## src/rtl/ysyx_22041412_ifu_pkg.sv

```systemverilog
// Shared IFU definitions: fetch FSM state encoding and the default reset PC.
package ysyx_22041412_ifu_pkg;

  localparam logic [31:0] IFU_RESET_PC = 32'h8000_0000;

  typedef enum logic [1:0] {
    IFU_IDLE  = 2'd0,
    IFU_REQ   = 2'd1,
    IFU_WAIT  = 2'd2,
    IFU_DRAIN = 2'd3
  } ifu_state_e;

  // Redirect targets arrive as 64-bit values; only a word-aligned 32-bit PC is kept.
  function automatic logic [31:0] ifu_align_pc(input logic [31:0] pc);
    return {pc[31:2], 2'b00};
  endfunction

endpackage

```

## src/rtl/ysyx_22041412_ifu_fifo.sv

```systemverilog
// Fetch buffer: synchronous FIFO of {pc, instr} entries with flush and occupancy count.
// Flush overrides push/pop in the same cycle. Caller guarantees no push when full, no pop when empty.
module ysyx_22041412_ifu_fifo #(
  parameter int DEPTH = 2
) (
  input  logic                     clk,
  input  logic                     rst,
  input  logic                     push_i,
  input  logic [63:0]              data_i,
  input  logic                     pop_i,
  input  logic                     flush_i,
  output logic [63:0]              data_o,
  output logic                     empty_o,
  output logic [$clog2(DEPTH):0]   count_o
);

  localparam int AW = $clog2(DEPTH);

  logic [DEPTH-1:0][63:0] mem_q;
  logic [AW-1:0]          rd_q, wr_q;
  logic [AW:0]            cnt_q;

  // Pointer/count update with flush taking priority over push/pop.
  always_ff @(posedge clk or posedge rst) begin
    if (rst) begin
      mem_q <= '0;
      rd_q  <= '0;
      wr_q  <= '0;
      cnt_q <= '0;
    end else if (flush_i) begin
      rd_q  <= '0;
      wr_q  <= '0;
      cnt_q <= '0;
    end else begin
      if (push_i) begin
        mem_q[wr_q] <= data_i;
        wr_q        <= wr_q + AW'(1);
      end
      if (pop_i) rd_q <= rd_q + AW'(1);
      case ({push_i, pop_i})
        2'b10:   cnt_q <= cnt_q + (AW+1)'(1);
        2'b01:   cnt_q <= cnt_q - (AW+1)'(1);
        default: cnt_q <= cnt_q;
      endcase
    end
  end

  assign data_o  = mem_q[rd_q];
  assign empty_o = (cnt_q == '0);
  assign count_o = cnt_q;

endmodule

```

## src/rtl/ysyx_22041412_ifu.sv

```systemverilog
// Instruction fetch unit: owns the fetch PC, keeps one request outstanding to
// instruction memory, buffers responses and hands {pc, instr} to decode.
// Redirect / fence.i flush the buffer and discard any in-flight response.
// Optional: define YSYX_22041412_IFU_PERF_EN to add delivered/stall counters.
module ysyx_22041412_ifu
  import ysyx_22041412_ifu_pkg::*;
#(
  parameter logic [31:0] RESET_PC   = IFU_RESET_PC,
  parameter int          FIFO_DEPTH = 2
) (
  input  logic        clk,
  input  logic        rst,
  output logic        imem_req_valid_o,
  input  logic        imem_req_ready_i,
  output logic [31:0] imem_req_addr_o,
  input  logic        imem_resp_valid_i,
  input  logic [31:0] imem_resp_data_i,
  input  logic        redirect_valid_i,
  input  logic [63:0] redirect_pc_i,
  input  logic        fence_i_i,
  output logic        out_valid_o,
  input  logic        out_ready_i,
  output logic [31:0] out_pc_o,
  output logic [31:0] out_instr_o
`ifdef YSYX_22041412_IFU_PERF_EN
  ,
  output logic [63:0] perf_fetch_cnt_o,
  output logic [63:0] perf_stall_cnt_o
`endif
);

  localparam int CW = $clog2(FIFO_DEPTH) + 1;

  ifu_state_e    state_q;
  logic [31:0]   fetch_pc_q;
  logic [31:0]   req_pc_q;

  logic [CW-1:0] fifo_cnt;
  logic [CW-1:0] cnt_after_pop;
  logic [63:0]   fifo_head;
  logic          fifo_empty;
  logic          flush, req_hs, push, pop;
  logic          credit_idle, credit_push;
  logic [31:0]   flush_pc;
  logic          unused_pc_bits;

  assign unused_pc_bits = ^{redirect_pc_i[63:32], redirect_pc_i[1:0]};

  assign flush  = redirect_valid_i | fence_i_i;
  // fence.i refetches the oldest buffered instruction, else continues at fetch_pc.
  assign flush_pc = redirect_valid_i ? ifu_align_pc(redirect_pc_i[31:0])
                  : (fifo_empty ? fetch_pc_q : fifo_head[63:32]);
  assign req_hs = (state_q == IFU_REQ) & imem_req_ready_i;
  assign push   = (state_q == IFU_WAIT) & imem_resp_valid_i & ~flush;
  assign pop    = out_valid_o & out_ready_i;

  // Credit: buffered entries plus the outstanding request must fit the FIFO.
  assign cnt_after_pop = fifo_cnt - CW'(pop);
  assign credit_idle   = fifo_cnt < CW'(FIFO_DEPTH);
  assign credit_push   = cnt_after_pop < CW'(FIFO_DEPTH - 1);

  // Fetch FSM and PC bookkeeping; flush overrides all normal transitions.
  always_ff @(posedge clk or posedge rst) begin
    if (rst) begin
      state_q    <= IFU_IDLE;
      fetch_pc_q <= RESET_PC;
      req_pc_q   <= '0;
    end else if (flush) begin
      fetch_pc_q <= flush_pc;
      case (state_q)
        IFU_REQ:   state_q <= req_hs ? IFU_DRAIN : IFU_REQ;
        IFU_WAIT:  state_q <= imem_resp_valid_i ? IFU_REQ : IFU_DRAIN;
        IFU_DRAIN: state_q <= imem_resp_valid_i ? IFU_REQ : IFU_DRAIN;
        default:   state_q <= IFU_REQ;
      endcase
    end else begin
      case (state_q)
        IFU_IDLE: if (credit_idle) state_q <= IFU_REQ;
        IFU_REQ: if (imem_req_ready_i) begin
          req_pc_q   <= fetch_pc_q;
          fetch_pc_q <= fetch_pc_q + 32'd4;
          state_q    <= IFU_WAIT;
        end
        IFU_WAIT: if (imem_resp_valid_i) state_q <= credit_push ? IFU_REQ : IFU_IDLE;
        default: if (imem_resp_valid_i) state_q <= IFU_REQ;
      endcase
    end
  end

  ysyx_22041412_ifu_fifo #(.DEPTH(FIFO_DEPTH)) u_fifo (
    .clk     (clk),
    .rst     (rst),
    .push_i  (push),
    .data_i  ({req_pc_q, imem_resp_data_i}),
    .pop_i   (pop),
    .flush_i (flush),
    .data_o  (fifo_head),
    .empty_o (fifo_empty),
    .count_o (fifo_cnt)
  );

  assign imem_req_valid_o = (state_q == IFU_REQ);
  assign imem_req_addr_o  = imem_req_valid_o ? fetch_pc_q : 32'd0;
  assign out_valid_o      = ~fifo_empty;
  assign out_pc_o         = out_valid_o ? fifo_head[63:32] : 32'd0;
  assign out_instr_o      = out_valid_o ? fifo_head[31:0]  : 32'd0;

`ifdef YSYX_22041412_IFU_PERF_EN
  logic [63:0] perf_fetch_q, perf_stall_q;

  // Delivered instructions (a pop during a flush still counts) and empty-output cycles.
  always_ff @(posedge clk or posedge rst) begin
    if (rst) begin
      perf_fetch_q <= '0;
      perf_stall_q <= '0;
    end else begin
      if (pop)          perf_fetch_q <= perf_fetch_q + 64'd1;
      if (!out_valid_o) perf_stall_q <= perf_stall_q + 64'd1;
    end
  end

  assign perf_fetch_cnt_o = perf_fetch_q;
  assign perf_stall_cnt_o = perf_stall_q;
`endif

endmodule

```

## config.mk

```make
export PLATFORM = sky130hd
export DESIGN_NAME = ysyx_22041412_ifu
export DESIGN_NICKNAME = d
export VERILOG_FILES = /design/src/rtl/ysyx_22041412_ifu_pkg.sv /design/src/rtl/ysyx_22041412_ifu_fifo.sv /design/src/rtl/ysyx_22041412_ifu.sv
export SDC_FILE = /design/constraint.sdc
export NUM_CORES = 1
export LEC_CHECK = 0
export CAP_MARGIN = 20
export CORE_MARGIN = 2
export CORE_UTILIZATION = 38
export CTS_BUF_LIST = sky130_fd_sc_hd__clkbuf_8 sky130_fd_sc_hd__clkbuf_16
export DETAILED_ROUTE_END_ITERATION = 8
export PLACE_DENSITY = 0.66
export SLEW_MARGIN = 0
export SYNTH_ARGS = -nofsm -noshare
export SYNTH_HDL_FRONTEND = slang
export SYNTH_HIERARCHICAL = 1
export SYNTH_SLANG_ARGS = --single-unit
```

## constraint.sdc

```tcl
create_clock -name clk -period 4.3 [get_ports clk]
set_clock_uncertainty 0.2 [all_clocks]
set_input_delay 0.86 -clock clk [delete_from_list [all_inputs] [get_ports clk]]
set_output_delay 0.86 -clock clk [all_outputs]
set_load 0.1 [all_outputs]
```

==> flow_summary.json <==
{
  "status": "finished, final reports clean",
  "row_count": 60,
  "pwr_density_cell_nw_per_um2": 363,
  "viasPerCell": 5.25,
  "grt-busiest-layer": "met2",
  "hp-start": "u_fifo/mem_q[101]",
  "drtAntennaViolNets": 0,
  "detail_route.iter0.violations": 430,
  "core_area_um2": 27100,
  "cts_setup_buffers": 0,
  "area_growth_pct": 21.6,
  "fin_setup_tns_ps": 0,
  "grtUsageMet1": 0.256,
  "clockRootBuffer": "clkbuf_16",
  "critical_path.max_stage_delay_ps": 550,
  "hold_viol": 0,
  "fin_crit_sh": 0.761,
  "p_leak_uw": 0.00580,
  "synthesis.instances": 892,
  "synth_area_um2": 10500,
  "cts_hold_buf": 0,
  "synth_warnings": 6,
  "globalplace.congestion": 0.796,
  "clock_latency_ps": 430,
  "port-buffer-count": 166,
  "r2r_end": "fetch_pc_q[24]",
  "tritoncts": "done",
  "fmax_mhz": 306,
  "initial_core_util": 0.389,
  "num_vias": 7453,
  "cp_max_fo": 57,
  "comb_power_share": 0.188,
  "worst-r2r-setup-slack_ps": 1650,
  "grt_pass1_wl_mm": 42.5,
  "nets": 1139,
  "grtUsageMet2": 0.309,
  "synth_flop_cell": "dfrtp_1",
  "use_met3": 0.0393,
  "crit_slowest_cell": "dfrtp_2",
  "die_w_um": 171,
  "syn_nets": 997,
  "p_seq_frac": 0.475,
  "drc_errors": 0,
  "setup_viol_count_final": 0,
  "dieArea_um2": 29100,
  "criticalPathCategory": "reg2out",
  "ys_ff_latch": 198,
  "switching_share": 0.326,
  "worstSetupStartpointType": "flip-flop",
  "grt_pass1_vias": 7555,
  "antenna_cells": 0,
  "worst_pin_slew_ps": 894,
  "cts_made_buffers": 17,
  "stdcell_count": 1419,
  "clock-sinks": 198,
  "ys_seq_area_frac": 0.470,
  "slew-limit-headroom": 0.402,
  "grtUsageTotal": 0.189,
  "p_sw_uw": 1520,
  "die_h_um": 171,
  "reg2reg_depth": 5,
  "yosys.cell_types.count": 63,
  "async_flop_share": 1.00,
  "io_pins": 201,
  "rsz0062_at_grt": "no",
  "hpwl_mm": 17.7,
  "finalCriticalPeriod_ps": 3270,
  "r2r_start": "u_fifo/count_o[0]",
  "ctsResizeCount": 0,
  "grt_max_degree": 58,
  "dp_cells": 1387,
  "end_kind": "output port",
  "routedWlPerCell_um": 19.1,
  "htreeDepth": 4,
  "clkTransAtPathRegs_ps": 70,
  "whs_endpoint": "u_fifo/mem_q[101]",
  "synth_edf_count": 0,
  "first_pass_iters": 7,
  "cts.path.max_buffers": 2,
  "drv_slew": 0,
  "path_cells": "buf_12, mux2_2, nor2b_1, buf_4",
  "antenna_found_initial": 0,
  "clock_power_share": 0.337,
  "cp.required_ps": 3240,
  "gr-total-overflow": 0,
  "hold_depth": 1,
  "routed_wl_mm": 27.2,
  "max-cap-violations": 0,
  "synth_area_per_cell_um2": 11.8,
  "drive_above_1_share": 0.376,
  "ir_drop_mv": 0.265,
  "p_int_uw": 3130,
  "holdCritPathClass": "reg2reg",
  "worst_ep_arrival_time_ps": 2210
}
placed cells by master, fill, tap and decap left out, types with 10 or more instances in the layout:
| master | count |
|---|---|
| dfrtp_1 | 196 |
| mux2_2 | 165 |
| buf_4 | 116 |
| nor2b_1 | 67 |
| clkdlybuf4s50_1 | 67 |
| nand2_1 | 66 |
| mux2_4 | 60 |
| o21ai_0 | 46 |
| and2_1 | 35 |
| nor2_1 | 22 |
| clkbuf_16 | 17 |
| nand3_1 | 16 |
| o211ai_1 | 15 |
| nand4_1 | 14 |
| mux2i_1 | 10 |
| o311ai_0 | 10 |
worst max-delay path, delay by kind of cell, from the launching register on:
| family | cells | cell delay, ps |
|---|---|---|
| buffers and inverters | 2 | 650 |
| AND/OR/NAND/NOR | 1 | 140 |
| flip-flops | 1 | 550 |
| multiplexers | 1 | 430 |
power groups by stage:
stage	Clock (µW)	Sequential, µW	Combinational, µW
2_1_floorplan	0	2160	681
6_report	1570	2210	875
3_3_place_gp	0	2230	867
5_1_grt	1700	2240	930
3_5_place_dp	0	2240	879
4_1_cts	1610	2210	881
worst max-delay path by stage:
| stage | startpoint | end | depth (start not counted) |
|---|---|---|---|
| after floorplan | state_q[1] | imem_req_addr_o[22] | 3 |
| after global placement | fence_i_i | u_fifo/mem_q[59] | 8 |
| after detailed placement | fence_i_i | u_fifo/mem_q[61] | 8 |
| after CTS | u_fifo/rd_q | out_pc_o[7] | 4 |
| after global routing | u_fifo/rd_q | out_pc_o[7] | 4 |
| final | u_fifo/rd_q | out_pc_o[7] | 4 |
flip-flops by register name (all words and copies together), names as in the netlist:
register and flops:
state_q 2, fetch_pc_q 32, u_fifo/rd_q 1, u_fifo/wr_q 1
u_fifo/count_o 2, req_pc_q 32, u_fifo/mem_q 128
synthesized netlist by cell type, types with 9 or more instances:
library cell,n,area (µm²)
o21ai_0,46,230
nand3_1,16,80.1
nor2b_1,68,425
o211ai_1,15,113
mux2i_1,10,100
a21oi_1,9,45.0
buf_2,13,65.1
nand4_1,14,87.6
dfrtp_1,197,4930
nand2_1,66,248
o311ai_0,10,87.6
clkbuf_1,33,124
mux2_4,60,901
and2_1,35,219
nor2_1,24,90.1
mux2_2,165,1860
cell families after synthesis:
group                      count (synthesis)  share of synthesized area
and+or+nand+nor                          273                      0.145
AOI/OAI and AO/OA                        105                     0.0650
adders and majority gates                  2                    0.00237
DFF                                      198                      0.470
muxes                                    235                      0.271
buffers and inverters                     75                     0.0430
xor gates and xnor gates                   4                    0.00332
layout make-up:
class / count / area [µm²]
Clock buffer: 18 / 439
Multi-Input combinational cell: 619 / 5150
Tap cell: 372 / 465
Inverter: 10 / 41.3
Sequential cell: 198 / 4960
Clock inverter: 14 / 133
Fill cell: 2455 / 14300
Timing Repair Buffer: 188 / 1630
layer usage:
| metal | part of all wire | wire (µm) |
|---|---|---|
| met5 | 0 | 0 |
| met4 | 0.010 | 277 |
| met3 | 0.063 | 1700 |
| met2 | 0.47 | 12800 |
| met1 | 0.46 | 12400 |
stage by stage:
stage | cell area, µm² | hold WS, ps | power, µW | worst slack (ps) | utilization
after detailed placement | 12200 | 287 | 3120 | 845 | 0.452
after CTS | 12800 | 306 | 4700 | 983 | 0.473
final | 12800 | 305 | 4650 | 1030 | 0.473
after global routing | 12800 | 318 | 4860 | 941 | 0.473
after global placement | 12200 | 280 | 3100 | 884 | 0.452
after floorplan | 10500 | 274 | 2840 | 741 | -
Power figures use the tool's default switching activity.
